$ cat config.mk
export PLATFORM = sky130hd
export DESIGN_NAME = bin_maxpool_stage
export DESIGN_NICKNAME = d
export VERILOG_FILES = /design/src/rtl/bin_accel_pkg.sv /design/src/rtl/bin_pool_row.sv /design/src/rtl/bin_maxpool_stage.sv
export SDC_FILE = /design/constraint.sdc
export NUM_CORES = 1
export LEC_CHECK = 0
export CAP_MARGIN = 20
export CORE_ASPECT_RATIO = 1.1
export CORE_MARGIN = 2
export CORE_UTILIZATION = 40
export CTS_BUF_LIST = sky130_fd_sc_hd__clkbuf_16
export DETAILED_ROUTE_END_ITERATION = 12
export RECOVER_POWER = 50
export SLEW_MARGIN = 25
export SYNTH_ARGS = -nofsm -noshare
export SYNTH_HDL_FRONTEND = slang
export SYNTH_HIERARCHICAL = 1
export SYNTH_SLANG_ARGS = --single-unit
$ cat constraint.sdc
create_clock -name clk -period 2.8 [get_ports clk]
set_input_delay 0.28 -clock clk [delete_from_list [all_inputs] [get_ports clk]]
set_output_delay 0.28 -clock clk [all_outputs]
set_load 0.05 [all_outputs]
$ cat src/rtl/bin_accel_pkg.sv
// Shared constants, FSM encoding and header helper for the binary accelerator.
package bin_accel_pkg;

    localparam int ADDR_W = 12;
    localparam int DATA_W = 16;

    localparam logic [DATA_W-1:0] TERM_WORD = 16'h00FF;

    // Matrix widths the pooling stage accepts; anything else ends the stream.
    localparam logic [DATA_W-1:0] WIDTH_8  = 16'd8;
    localparam logic [DATA_W-1:0] WIDTH_10 = 16'd10;
    localparam logic [DATA_W-1:0] WIDTH_14 = 16'd14;

    // One-hot control states.
    localparam int ST_W = 6;
    localparam logic [ST_W-1:0] ST_IDLE = 6'b000001;
    localparam logic [ST_W-1:0] ST_HDR  = 6'b000010;
    localparam logic [ST_W-1:0] ST_ROWA = 6'b000100;
    localparam logic [ST_W-1:0] ST_ROWB = 6'b001000;
    localparam logic [ST_W-1:0] ST_TERM = 6'b010000;
    localparam logic [ST_W-1:0] ST_DONE = 6'b100000;

    // Sub-steps of the header state: present address, decode data, prime first row read.
    localparam logic [1:0] HDR_ADDR   = 2'd0;
    localparam logic [1:0] HDR_DECODE = 2'd1;
    localparam logic [1:0] HDR_FILL   = 2'd2;

    function automatic logic is_legal_width(input logic [DATA_W-1:0] hdr);
        return (hdr == WIDTH_8) || (hdr == WIDTH_10) || (hdr == WIDTH_14);
    endfunction

endpackage

$ cat src/rtl/bin_pool_row.sv
// Combinational 2x2 OR-pool of two binary rows; bits at or above W/2 are forced to 0.
module bin_pool_row
    import bin_accel_pkg::*;
(
    input  logic [DATA_W-1:0] row_a,
    input  logic [DATA_W-1:0] row_b,
    input  logic [3:0]        width,
    output logic [DATA_W-1:0] pooled
);

    logic [3:0] pool_cols;

    assign pool_cols = width >> 1;

    // Each output column ORs a 2x2 window; columns past the pooled width stay 0,
    // which also keeps source bits >= W out of the result.
    always_comb begin
        pooled = '0;
        for (int j = 0; j < DATA_W / 2; j++) begin
            if (4'(j) < pool_cols) begin
                pooled[j] = row_a[2*j] | row_a[2*j+1] | row_b[2*j] | row_b[2*j+1];
            end
        end
    end

endmodule

$ cat src/rtl/bin_maxpool_stage.sv
// Streams binarized matrices from the source SRAM, 2x2 max-pools them and
// writes the pooled matrices plus a terminator to the destination SRAM.
module bin_maxpool_stage
    import bin_accel_pkg::*;
(
    input  logic              clk,
    input  logic              reset_b,
    input  logic              dut_run,
    output logic              dut_busy,
    output logic [ADDR_W-1:0] src_read_address,
    input  logic [DATA_W-1:0] src_read_data,
    output logic [ADDR_W-1:0] dst_write_address,
    output logic [DATA_W-1:0] dst_write_data,
    output logic              dst_write_enable
);

    localparam logic [ADDR_W-1:0] ADDR_ONE = 1;

    logic [ST_W-1:0]   state;
    logic [1:0]        hdr_phase;
    logic [3:0]        width;
    logic [3:0]        pair_cnt;
    logic [DATA_W-1:0] row_a;
    logic [ADDR_W-1:0] dst_ptr;

    logic [3:0]        pair_total;
    logic              last_pair;
    logic [DATA_W-1:0] pooled;

    assign pair_total = width >> 1;
    assign last_pair  = (pair_cnt + 4'd1) == pair_total;

    bin_pool_row u_pool (
        .row_a  (row_a),
        .row_b  (src_read_data),
        .width  (width),
        .pooled (pooled)
    );

    // Control FSM; the source address runs one word ahead of the data it latches
    // but never past the next header, and every write output is registered.
    always_ff @(posedge clk or negedge reset_b) begin
        if (!reset_b) begin
            state             <= ST_IDLE;
            hdr_phase         <= HDR_ADDR;
            width             <= '0;
            pair_cnt          <= '0;
            row_a             <= '0;
            dst_ptr           <= '0;
            dut_busy          <= 1'b0;
            src_read_address  <= '0;
            dst_write_address <= '0;
            dst_write_data    <= '0;
            dst_write_enable  <= 1'b0;
        end else begin
            dst_write_enable <= 1'b0;
            case (state)
                ST_IDLE: begin
                    if (dut_run) begin
                        state            <= ST_HDR;
                        hdr_phase        <= HDR_ADDR;
                        dut_busy         <= 1'b1;
                        src_read_address <= '0;
                        dst_ptr          <= '0;
                    end
                end
                ST_HDR: begin
                    case (hdr_phase)
                        HDR_ADDR: begin
                            hdr_phase <= HDR_DECODE;
                        end
                        HDR_DECODE: begin
                            if (is_legal_width(src_read_data)) begin
                                width            <= src_read_data[3:0];
                                pair_cnt         <= '0;
                                src_read_address <= src_read_address + ADDR_ONE;
                                hdr_phase        <= HDR_FILL;
                            end else begin
                                state             <= ST_TERM;
                                dst_write_enable  <= 1'b1;
                                dst_write_address <= dst_ptr;
                                dst_write_data    <= TERM_WORD;
                                dst_ptr           <= dst_ptr + ADDR_ONE;
                            end
                        end
                        HDR_FILL: begin
                            state             <= ST_ROWA;
                            hdr_phase         <= HDR_ADDR;
                            src_read_address  <= src_read_address + ADDR_ONE;
                            dst_write_enable  <= 1'b1;
                            dst_write_address <= dst_ptr;
                            dst_write_data    <= {{(DATA_W-4){1'b0}}, pair_total};
                            dst_ptr           <= dst_ptr + ADDR_ONE;
                        end
                        default: begin
                            hdr_phase <= HDR_ADDR;
                        end
                    endcase
                end
                ST_ROWA: begin
                    row_a            <= src_read_data;
                    src_read_address <= src_read_address + ADDR_ONE;
                    state            <= ST_ROWB;
                end
                ST_ROWB: begin
                    dst_write_enable  <= 1'b1;
                    dst_write_address <= dst_ptr;
                    dst_write_data    <= pooled;
                    dst_ptr           <= dst_ptr + ADDR_ONE;
                    if (last_pair) begin
                        state     <= ST_HDR;
                        hdr_phase <= HDR_ADDR;
                    end else begin
                        src_read_address <= src_read_address + ADDR_ONE;
                        pair_cnt         <= pair_cnt + 4'd1;
                        state            <= ST_ROWA;
                    end
                end
                ST_TERM: begin
                    state            <= ST_DONE;
                    src_read_address <= '0;
                end
                ST_DONE: begin
                    dut_busy <= 1'b0;
                    state    <= ST_IDLE;
                end
                default: begin
                    state <= ST_IDLE;
                end
            endcase
        end
    end

endmodule

==> metrics.sh, run 1 <==
SYN_AVG_CELL_AREA_UM2=10.7
GPL_CONGESTION=0.816
REMAINING_GLOBAL_ROUTE_OVERFLOW=0
SYNTHESIS.AREA_UM2=4280
WORSTMARGINPINSLEW_PS=1910
RSZ0062_AT_GRT='no'
PATH_CLK_SLEW_PS=60
MAXCAPVIOLCOUNT=1
CLOCK-SKEW-FINAL_PS=4.14
DIE_AREA_UM2=11500
POWER.IR.VDD_WORST_mV=0.334
PROPORTION_OF_LAYOUT_CELLS_WITH_A_DRIVE_SUFFIX_ABOVE_1_PCT=13.7
PERIOD_NEEDED_PS=2550
FINAL_HOLD_VIOLS=0
ROWS=39
GRT_MAX_DEGREE=51
DESIGN.FINAL.NETS=481
PORT_BUFFERS=60
GRT_PASS1_VIAS=3121
GRT_ANTENNA_BEFORE_REPAIR=0
POST-ROUTE-PERIOD-UTIL_PCT=91.0
CRITICAL_PATH.MAX_FANOUT=11
GRT_USAGE_PCT=16.9
FIRST_ITER_VIOLATIONS=166
END_KIND='flop'
ANTENNA_CELLS_INSERTED=0
REQUIRED_PS=3030
TRITONCTS.NUM_BUFFERS=9
STARTING_UTILIZATION_OF_THE_CORE_AREA_PCT=41.1
FINISH.CELL_COUNT_WITHOUT_FILLERS=604
CLKLATENCYLATEPIN_PS=340
ROUTED_WL_UM=9260
DP.FINAL_HPWL_UM=6500
CTSLONGESTPATHBUFFERS=2
NUMCLOCKSINKS=83
VIA_PER_INST=5.35
DR.PASS1.ITERS=4
STATIC-LEAKAGE-POWER_uW=0.00235
P_PER_AREA_nW_PER_UM2=725
SETUP_VIOL=0
WORST_HOLD_PATH_TYPE='reg -> reg'
POST_SYNTH_INST_COUNT=398
IO_PINS=61
HTREE_LEVELS=3
POST_CTS.RESIZED_INSTANCES=0
VIOLATIONS='max-capacitance violations, max-slew violations'
ROUTED-VIA-COUNT=3234
YOSYS_WARNINGS=6
DIEHEIGHT_UM=112
TNS_PS=0
LAYOUT_COMMONEST_CELL='dfrtp_1'
FP.DIEW_UM=103
FILL_COUNT=967
CLOCK.FMAX_MHz=393
TRITONCTS='done'
TOTAL_CORE_AREA_UM2=10400
OUTCOME='complete, but fails checks'
ARRIVAL_PS=2770
DRC_ERRORS=0
GRT_PASS1_WL_UM=15300
WL_PER_CELL_UM=15.3
SLEW_VIOLATIONS=34
CRITICAL_PATH.STARTPOINT_TYPE='flop'
SYNTH_TO_FINAL_AREA_CHANGE_PCT=23.8
TIMING_WORST_SETUP_PATH_TYPE='reg -> reg'
MOST_USED_CELLS_IN_THE_LAYOUT_EXCLUDING_FILL_AND_TAP_CELLS='dfrtp_1 (82), clkdlybuf4s50_1 (57), mux2_2 (33), nand2_1 (25), inv_1 (19)'
DP.CELLS=587
MAX-SLEW-MARGIN-REL_PCT=-27.2
CTS_ROOT_BUF='clkbuf_16'
ANT_NETS=0
CTS_POST_SETUP_BUFFERS_INSERTED=0
==> final cells by class <==
cell class                      instances  area, um2  share of cell area (%)
Sequential cell                        83       2080                    39.2
Timing Repair Buffer                   73        723                    13.7
Clock inverter                          7       53.8                    1.02
Inverter                               15       56.3                    1.06
Multi-Input combinational cell        274       1980                    37.4
Tap cell                              143        179                    3.38
Clock buffer                            9        225                    4.25
==> power breakdown <==
group / switching (uW) / leakage (uW) / internal [uW]
Clock: 446 / 0.000152 / 673
Combinational: 796 / 0.00112 / 473
Sequential: 104 / 0.00107 / 1350
Total: 1350 / 0.00235 / 2490
==> repair_timing <==
item / CTS / global route
endpoints found under the setup margin: 0 / 0
hold buffers: 1 / 0
endpoints found under the hold margin: 33 / 0
==> worst max-delay path: stages (launching register included) <==
cell and delay, ps:
dfstp_1 550, nor2b_1 330, o21ai_0 140, a2111o_1 420
a2111o_1 590, o41ai_1 410
==> layer usage <==
layer	routed length, um	global-route usage, %	vias to the layer above	part of all wire, %
li1	-	-	1566	-
met4	184	7.73	0	2.0
met1	4330	23.4	1591	47
met3	267	2.24	13	2.9
met5	0	0	-	0
met2	4480	26.2	64	48
==> through the flow <==
step	total power, uW	util [%]	setup WS, ps	cell area, um2	hold slack [ps]
floorplan	2340	-	408	4310	-15.6
global route	4040	51.0	85.1	5300	516
detailed placement	2750	48.2	251	5010	266
finish	3840	51.0	253	5300	481
global placement	2720	48.0	270	4990	478
CTS	3890	51.0	269	5300	455
==> sequential cells by signal (all words and copies together), names as in the netlist, 2 cells and up <==
name,flops
row_a,14
dst_write_data,16
hdr_phase,2
dst_ptr,12
state,6
dst_write_address,12
pair_cnt,4
width,3
src_read_address,12
==> final timing paths <==
kind | slack, ps | cells past startpoint | end | startpoint
setup reg to reg | 250 | 5 | src_read_address[9] | state[0]
setup / recovery | 250 | 5 | src_read_address[9] | state[0]
hold reg to reg | 480 | 1 | src_read_address[11] | src_read_address[11]
max in group asynchronous | 690 | 2 | dst_write_data[1] | reset_b
min in group asynchronous | 1010 | 2 | dst_ptr[7] | reset_b
hold / removal | 480 | 1 | src_read_address[11] | src_read_address[11]
No activity file was read; power rests on OpenSTA's default activity.
==> run 2: changes to the inputs <==
Settings changed: MAX_ROUTING_LAYER from default to met4.
==> metrics.sh, run 2 (synthesized netlist as in run 1, its figures left out) <==
P_PER_AREA_nW_PER_UM2=726  # +0.12%
WORSTMARGINPINSLEW_PS=1910  # +5.73 ps
END_KIND='flop'
CLKLATENCYLATEPIN_PS=340  # about the same
WORST_PATH_LARGEST_CELL_DELAY_PS=580  # about the same
GRT_MAX_DEGREE=51  # unchanged
GRT_ANTENNA_BEFORE_REPAIR=0  # unchanged
TRITONCTS.NUM_BUFFERS=9  # unchanged
DIEHEIGHT_UM=112  # unchanged
CTSLONGESTPATHBUFFERS=2  # unchanged
GPL_CONGESTION=0.828  # +1.5%
CLOCK-SKEW-FINAL_PS=4.86  # +0.717 ps
CRITICAL_PATH.MOST_COMMON_CELL='a2111o_1'
TOTAL_CORE_AREA_UM2=10400  # unchanged
MAXCAPVIOLCOUNT=1  # unchanged
STARTING_UTILIZATION_OF_THE_CORE_AREA_PCT=41.1  # unchanged
TIMING_WORST_SETUP_PATH_TYPE='reg -> reg'
SYNTH_TO_FINAL_AREA_CHANGE_PCT=23.8  # unchanged
ANT_NETS=0  # unchanged
DIE_AREA_UM2=11500  # unchanged
ROUTED-VIA-COUNT=3236  # +0.062%
DESIGN.FINAL.NETS=481  # unchanged
CRITICAL_PATH.STARTPOINT_TYPE='flop'
SETUP_VIOL=0  # unchanged
OUTCOME='complete, but fails checks'
DR.PASS1.ITERS=4  # unchanged
RSZ0062_AT_GRT='no'
DP.CELLS=587  # unchanged
ROUTED_WL_UM=9290  # +0.28%
TRITONCTS='done'
HTREE_LEVELS=3  # unchanged
FINISH.CELL_COUNT_WITHOUT_FILLERS=604  # unchanged
FIN_AREA_UM2=5300  # unchanged
DRC_ERRORS=0  # unchanged
WORST_HOLD_PATH_TYPE='reg -> reg'
GRT_PASS1_WL_UM=15400  # +0.23%
WORST-PATH-BUF-INV=0  # unchanged
DP.FINAL_HPWL_UM=6500  # unchanged
ANTENNA_CELLS_INSERTED=0  # unchanged
LARGEST_REGISTER_FFS=16  # unchanged
CLOCK.FMAX_MHz=393  # about the same
FINALPOWER_uW=3850  # +0.12%
ROWS=39  # unchanged
PROPORTION_OF_LAYOUT_CELLS_WITH_A_DRIVE_SUFFIX_ABOVE_1_PCT=13.7  # unchanged
TNS_PS=0  # unchanged
CRITICAL_PATH.MAX_FANOUT=11  # unchanged
SLEW_VIOLATIONS=34  # unchanged
VIA_PER_INST=5.36  # about the same
FINAL_CORE_UTIL_PCT=51.0  # unchanged
BIGGESTREGSBYFLOPS='dst_write_data x16, row_a x14'
PORT_BUFFERS=60  # unchanged
POST_CTS.RESIZED_INSTANCES=0  # unchanged
POST-ROUTE-PERIOD-UTIL_PCT=90.9  # about the same
FILL_COUNT=967  # unchanged
GRT_USAGE_PCT=17.5  # +0.56 points
GRT_PASS1_VIAS=3111  # -0.32%
MAX_FLOP_REGISTER='dst_write_data'
WL_PER_CELL_UM=15.4  # +0.28%
MOST_USED_CELLS_IN_THE_LAYOUT_EXCLUDING_FILL_AND_TAP_CELLS='dfrtp_1 (82), clkdlybuf4s50_1 (57), mux2_2 (33), nand2_1 (25), inv_1 (19)'
LAYOUT_COMMONEST_CELL='dfrtp_1'
MAX-SLEW-MARGIN-REL_PCT=-27.6  # -0.38 points
NUMCLOCKSINKS=83  # unchanged
FIRST_ITER_VIOLATIONS=127  # -23%
VIOLATIONS='max-capacitance violations, max-slew violations'
FP.DIEW_UM=103  # unchanged
ARRIVAL_PS=2770  # about the same
PERIOD_NEEDED_PS=2550  # -1.51 ps
IO_PINS=61  # unchanged
TOP_CELL_FAMILY_BY_DELAY_ON_THE_CRITICAL_PATH='compound AO/OA/AOI/OAI gates'
TIMING.CRITICAL_PATH.SLOWEST_STAGE_CELL='a2111o_1'
REMAINING_GLOBAL_ROUTE_OVERFLOW=0  # unchanged
REQUIRED_PS=3030  # about the same
PLACEMENT.CELL_AREA_UM2=5010  # unchanged
CTS_ROOT_BUF='clkbuf_16'
POWER.IR.VDD_WORST_mV=0.335  # +0.14%
STATIC-LEAKAGE-POWER_uW=0.00235  # unchanged
PATH_CELLS='nor2b_1 -> o21ai_0 -> a2111o_1 -> a2111o_1 -> o41ai_1'
FINAL_HOLD_VIOLS=0  # unchanged
PATH_CLK_SLEW_PS=60  # about the same
==> run 2: cell counts in the layout (fill, tap and decap cells not counted) <==
No cell type changed its count.
==> run 2: path summary, 6_finish.rpt <==
check	start	end	slack, ps	depth (start not counted)
worst max-delay path	state[0]	src_read_address[9]	250	5
worst min-delay path	src_read_address[11]	src_read_address[11]	480	1
worst max register to register	state[0]	src_read_address[9]	250	5
worst min register to register	src_read_address[11]	src_read_address[11]	480	1
max in group asynchronous	reset_b	dst_write_data[1]	680	2
min in group asynchronous	reset_b	dst_write_address[8]	1020	2
==> run 2: layout make-up <==
| class | instances | area [um2] | area share [%] |
|---|---|---|---|
| flip-flops and latches | 83 | 2080 | 39.2 |
| multi-input cells | 274 | 1980 | 37.4 |
| repair buffers | 73 | 723 | 13.7 |
| clock buffers | 9 | 225 | 4.25 |
| well taps | 143 | 179 | 3.38 |
| inverters | 15 | 56.3 | 1.06 |
| clock inverters | 7 | 53.8 | 1.02 |
==> run 2: stage by stage <==
| stage | setup WS (ps) | hold WS [ps] |
|---|---|---|
| 2_1_floorplan | 408 | -15.6 |
| 3_3_place_gp | 270 | 478 |
| 3_5_place_dp | 251 | 266 |
| 4_1_cts | 269 | 455 |
| 5_1_grt | 85.1 | 516 |
| 6_report | 255 | 481 |
==> run 2: routing by layer <==
layer / vias to the layer above / GRT usage (%) / part of all wire, %
met1: 1602 / 23.5 / 47
li1: 1565 / - / -
met4: 0 / 7.73 / 1.9
met3: 12 / 2.43 / 2.7
met2: 57 / 26.2 / 48
met5: - / - / 0
==> run 2: power by group <==
group / switching [uW] / total (uW) / internal (uW) / leakage (uW)
Sequential: 104 / 1450 / 1350 / 0.00107
Combinational: 797 / 1270 / 473 / 0.00112
Clock: 449 / 1120 / 673 / 0.000152
Total: 1350 / 3850 / 2490 / 0.00235
==> run 2: timing repair <==
| action | CTS | global route |
|---|---|---|
| hold buffers | 1 | 0 |
| buffers inserted | 0 | 0 |
| endpoints found under the hold margin | 33 | 0 |
==> run 2: worst register-to-register path, cell delays in order (launching register included) <==
cell and delay (ps):
dfstp_1 550, nor2b_1 330, o21ai_0 140, a2111o_1 420
a2111o_1 590, o41ai_1 410
==> run 3: changes to the inputs <==
Settings changed: GPL_ROUTABILITY_DRIVEN from default to 0.
==> results of run 3 <==
Final layout, timing and power as in run 2 (identical DEF).
